==> src/rtl/regfile_pkg.sv <==
// Shared types and default sizing for the 2-read/1-write register file.
package regfile_pkg;

  localparam int DEF_WIDTH = 8;
  localparam int DEF_ADDR  = 2;

  typedef logic [DEF_ADDR-1:0]  addr_t;
  typedef logic [DEF_WIDTH-1:0] word_t;

endpackage

==> src/rtl/rf_read_port.sv <==
// One combinational read port: write bypass, busy bypass and reset masking.
// Optional macro REGFILE_ZERO_REG_EN forces address 0 to read as zero/not-busy.
module rf_read_port
  import regfile_pkg::*;
#(
  parameter int WIDTH = DEF_WIDTH,
  parameter int ADDR  = DEF_ADDR,
  parameter int DEPTH = 2 ** ADDR
) (
  input  logic                        rst,
  input  logic [DEPTH-1:0][WIDTH-1:0] regs,
  input  logic [DEPTH-1:0]            busy_vec,
  input  logic [ADDR-1:0]             addr,
  input  logic                        write_en,
  input  logic [ADDR-1:0]             write_addr,
  input  logic [WIDTH-1:0]            write_data,
  output logic [WIDTH-1:0]            data,
  output logic                        busy
);

  logic zero_hit;

`ifdef REGFILE_ZERO_REG_EN
  assign zero_hit = (addr == '0);
`else
  assign zero_hit = 1'b0;
`endif

  // A pending write retires its producer, so the bypassed busy is always 0.
  always_comb begin
    data = '0;
    busy = 1'b0;
    if (!rst && !zero_hit) begin
      if (write_en && (write_addr == addr)) begin
        data = write_data;
      end else begin
        data = regs[addr];
        busy = busy_vec[addr];
      end
    end
  end

endmodule

==> src/rtl/reg_file_2r1w.sv <==
// Register file with two bypassed read ports, one write port and a busy scoreboard.
// Optional macro REGFILE_ZERO_REG_EN hardwires register 0 to zero.
module reg_file_2r1w
  import regfile_pkg::*;
#(
  parameter int WIDTH = DEF_WIDTH,
  parameter int ADDR  = DEF_ADDR
) (
  input  logic             clk,
  input  logic             rst,
  input  logic             writeEnable,
  input  logic [ADDR-1:0]  writeAddr,
  input  logic [WIDTH-1:0] dIn,
  input  logic             reserveEnable,
  input  logic [ADDR-1:0]  reserveAddr,
  input  logic [ADDR-1:0]  readAddrA,
  input  logic [ADDR-1:0]  readAddrB,
  output logic [WIDTH-1:0] dOutA,
  output logic [WIDTH-1:0] dOutB,
  output logic             busyA,
  output logic             busyB
);

  localparam int DEPTH = 2 ** ADDR;

  logic [DEPTH-1:0][WIDTH-1:0] regs;
  logic [DEPTH-1:0]            busy;
  logic [DEPTH-1:0]            write_hit;
  logic [DEPTH-1:0]            reserve_hit;

  genvar gi;
  generate
    for (gi = 0; gi < DEPTH; gi++) begin : g_dec
`ifdef REGFILE_ZERO_REG_EN
      if (gi == 0) begin : g_zero
        assign write_hit[gi]   = 1'b0;
        assign reserve_hit[gi] = 1'b0;
      end else begin : g_norm
        assign write_hit[gi]   = writeEnable && (writeAddr == ADDR'(gi));
        assign reserve_hit[gi] = reserveEnable && (reserveAddr == ADDR'(gi));
      end
`else
      assign write_hit[gi]   = writeEnable && (writeAddr == ADDR'(gi));
      assign reserve_hit[gi] = reserveEnable && (reserveAddr == ADDR'(gi));
`endif
    end
  endgenerate

  // Reserve is applied after the write clear so a new producer wins.
  always_ff @(posedge clk or posedge rst) begin
    if (rst) begin
      regs <= '0;
      busy <= '0;
    end else begin
      for (int i = 0; i < DEPTH; i++) begin
        if (write_hit[i]) regs[i] <= dIn;
      end
      busy <= (busy & ~write_hit) | reserve_hit;
    end
  end

  rf_read_port #(.WIDTH(WIDTH), .ADDR(ADDR), .DEPTH(DEPTH)) u_port_a (
    .rst        (rst),
    .regs       (regs),
    .busy_vec   (busy),
    .addr       (readAddrA),
    .write_en   (writeEnable),
    .write_addr (writeAddr),
    .write_data (dIn),
    .data       (dOutA),
    .busy       (busyA)
  );

  rf_read_port #(.WIDTH(WIDTH), .ADDR(ADDR), .DEPTH(DEPTH)) u_port_b (
    .rst        (rst),
    .regs       (regs),
    .busy_vec   (busy),
    .addr       (readAddrB),
    .write_en   (writeEnable),
    .write_addr (writeAddr),
    .write_data (dIn),
    .data       (dOutB),
    .busy       (busyB)
  );

endmodule

==> config.mk <==
export PLATFORM = sky130hd
export DESIGN_NAME = reg_file_2r1w
export DESIGN_NICKNAME = d
export VERILOG_FILES = /design/src/rtl/regfile_pkg.sv /design/src/rtl/rf_read_port.sv /design/src/rtl/reg_file_2r1w.sv
export SDC_FILE = /design/constraint.sdc
export NUM_CORES = 1
export LEC_CHECK = 0
export CELL_PAD_IN_SITES_DETAIL_PLACEMENT = 0
export CELL_PAD_IN_SITES_GLOBAL_PLACEMENT = 1
export CORE_ASPECT_RATIO = 0.8
export CORE_UTILIZATION = 30
export CTS_BUF_LIST = sky130_fd_sc_hd__clkbuf_4 sky130_fd_sc_hd__clkbuf_8
export DETAILED_ROUTE_END_ITERATION = 10
export GPL_ROUTABILITY_DRIVEN = 0
export PLACE_DENSITY = 0.66
export RECOVER_POWER = 100
export SYNTH_ARGS = -nofsm -noshare
export SYNTH_HDL_FRONTEND = slang
export SYNTH_HIERARCHICAL = 1
export SYNTH_SLANG_ARGS = --single-unit
==> constraint.sdc <==
create_clock -name clk -period 2.8 [get_ports clk]
set_clock_uncertainty 0.05 [all_clocks]
set_input_delay 0.84 -clock clk [delete_from_list [all_inputs] [get_ports clk]]
set_output_delay 0.84 -clock clk [all_outputs]
set_load 0.005 [all_outputs]
==> results.yml <==
run_status:
  status: "finished, violations left"
  violations: "setup timing"
sta:
  final.min_clock_period_ns: 2.82
  max_freq_mhz: 355
  slew_viol_final: 0
  hold_viol: 0
  setup_ws_ns: -0.0196
  period_share_pct: 101
  tightestPinTransition_ns: 0.727
  setup_viol: 6
  rsz0062_at_grt: "yes"
  max-slew-margin-rel_pct: 51.6
pwr:
  power.density_nw_per_um2: 535
  p_leak_nw: 1.40
  irDropWorstVdd_mv: 0.223
  finalPower_mw: 1.90
synthesis:
  ys_types: 23
  ys_ff_latch: 36
  netlist.area_leader.share_pct: 38.3
  syn_inst: 169
  synth-seq-area-share_pct: 38.3
  syn_area_sq_um: 2350
  ys_warn_count: 6
  synth.top_cells.by_area: "dfrtp_1, mux2_2, mux4_2"
  synth_top_area_cell: "dfrtp_1"
  syn_nets: 189
  synth_area_per_cell_sq_um: 13.9
floorplanning:
  initial_core_util_pct: 31.4
  rows: 28
  dieArea_sq_um: 8210
  dieHeight_um: 81.2
  die_w_um: 101
  core_area_sq_um: 7500
  pin_count: 38
worst_setup_path:
  arrival_ns: 1.93
  setup.worst_path.start_class: "input port"
  critical_path_class: "in2out"
  critPathMaxStageDelay_ns: 0.55
  cp_slowest_cell: "mux4_2"
  path_max_fanout: 6
  reg2reg_depth: 1
  crit_chain: "buf_8 -> buf_12 -> mux4_2 -> o31ai_4 -> a21oi_2 -> buf_2"
  cp-end-kind: "output pin"
  cp_data_required_time_ns: 1.91
min_path:
  hold_path_class: "reg2reg"
  whs_path_depth: 1
final_layout:
  stdcell_area_sq_um: 3560
  drive_gt1_share_pct: 65.6
  diodes: 0
  fin_util_pct: 47.5
  final_common_cell: "dfrtp_1"
  layout_common_cells: "dfrtp_1, mux2_2, buf_6, buf_2, mux4_2"
  syn_to_final_growth_pct: 51.3
  finalNetCount: 263
clock_network:
  h-tree-depth: 2
  clock_path_buffers: 2
  cts_made_buffers: 5
  clock-sinks: 36
  cts_tree: "done"
  cts_root_buf: "clkbuf_8"
  clock_latency_ns: 0.29
  ctsHoldBuffers: 0
  path_clk_slew_ns: 0.07
drt:
  avgRoutedWirePerCell_um: 21.4
  drc: 0
  drt_first_pass_iters: 4
  vias: 1935
  ant_nets: 0
  drtIter0Drc: 127
  via_per_inst: 5.54
  wl_um: 7460
flow_run:
  drv_cap: 0
placement:
  place_ws_ns: -0.856
  dpl.hpwl_um: 4650
  placed_area_sq_um: 3130
  numPortBuffers: 37
grt:
  grt_pass1_vias: 2056
  grt_max_degree: 29
  grt_usage_pct: 19.9
  antenna_found_initial: 0
  grt_pass1_wl_um: 11800
  overflow: 0
==> worst max-delay path: cells and delay by family <==
family | cells | cell delay (ns)
compound gates | 2 | 0.18
buf+inv | 3 | 0.35
mux | 1 | 0.55
==> report_power, final <==
part / switching, mW / internal (mW) / leakage (nW)
Clock: 0.193 / 0.314 / 0.0645
Combinational: 0.312 / 0.397 / 0.910
Sequential: 0.0711 / 0.617 / 0.425
==> cell usage after synthesis <==
library cell / n
a21oi_1: 16
a32o_1: 2
buf_1: 2
buf_2: 2
buf_6: 2
clkbuf_8: 2
clkinv_1: 2
dfrtp_1: 36
inv_1: 4
mux2_2: 32
mux4_1: 2
mux4_2: 16
nand2_1: 1
nand3_2: 1
nand3b_2: 2
nand4_1: 16
nor2_1: 2
nor3b_4: 1
o2bb2ai_1: 1
o31ai_1: 18
o32ai_1: 1
xnor2_2: 4
xor2_4: 4
==> path summary, 6_finish.rpt <==
| kind | startpoint | endpoint | slack [ns] |
|---|---|---|---|
| setup / recovery | readAddrB[0] | dOutB[4] | -0.02 |
| min in group asynchronous | rst | regs[20]$_DFFE_PP0P_ | 1.13 |
| hold reg to reg | regs[19]$_DFFE_PP0P_ | regs[19]$_DFFE_PP0P_ | 0.48 |
| max in group asynchronous | rst | regs[23]$_DFFE_PP0P_ | 0.55 |
| setup reg to reg | regs[30]$_DFFE_PP0P_ | regs[30]$_DFFE_PP0P_ | 1.95 |
| hold / removal | regs[19]$_DFFE_PP0P_ | regs[19]$_DFFE_PP0P_ | 0.48 |
==> cells by family after synthesis <==
group	after synthesis	share of synthesized area, %
compound gates	38	10.7
mux	50	32.8
simple gates	23	6.91
xor+xnor	8	7.44
flops	36	38.3
buf+inv	14	3.83
==> final cells by class <==
class	count	area, sq um
fillers	677	3940
clock inverters	1	30.0
inverters	6	22.5
well taps	105	131
repair buffers	75	751
flip-flops and latches	36	901
clock buffers	7	96.3
multi-input cells	119	1630
==> stage by stage <==
stage	setup TNS (ns)	std cells	hold WS [ns]
finish	-0.0651	349	0.480
global placement	-14.37	332	0.447
CTS	-0.605	354	0.479
floorplan	0	169	0.417
global route	-0.465	349	0.498
detailed placement	-14.30	332	0.462
==> flip-flops by register name, indices dropped and copies added, names as in the netlist <==
name,flops
regs,32
busy,4
==> layer usage <==
metal	up-vias	part of all wire, %	track usage (%)
met2	62	50	32.0
met4	0	0.94	5.94
met5	-	0	0
met3	4	5.2	5.42
met1	1025	44	26.3
li1	844	-	-
==> what timing repair did <==
item | in CTS | in global routing
gates cloned | 2 | 0
buffers inserted | 13 | 0
setup endpoints to repair | 18 | 17
resized for setup | 156 | 33
pin swaps | 34 | 18
endpoints found under the hold margin | 0 | 0
Note: power is estimated with default switching activity, not from simulation.
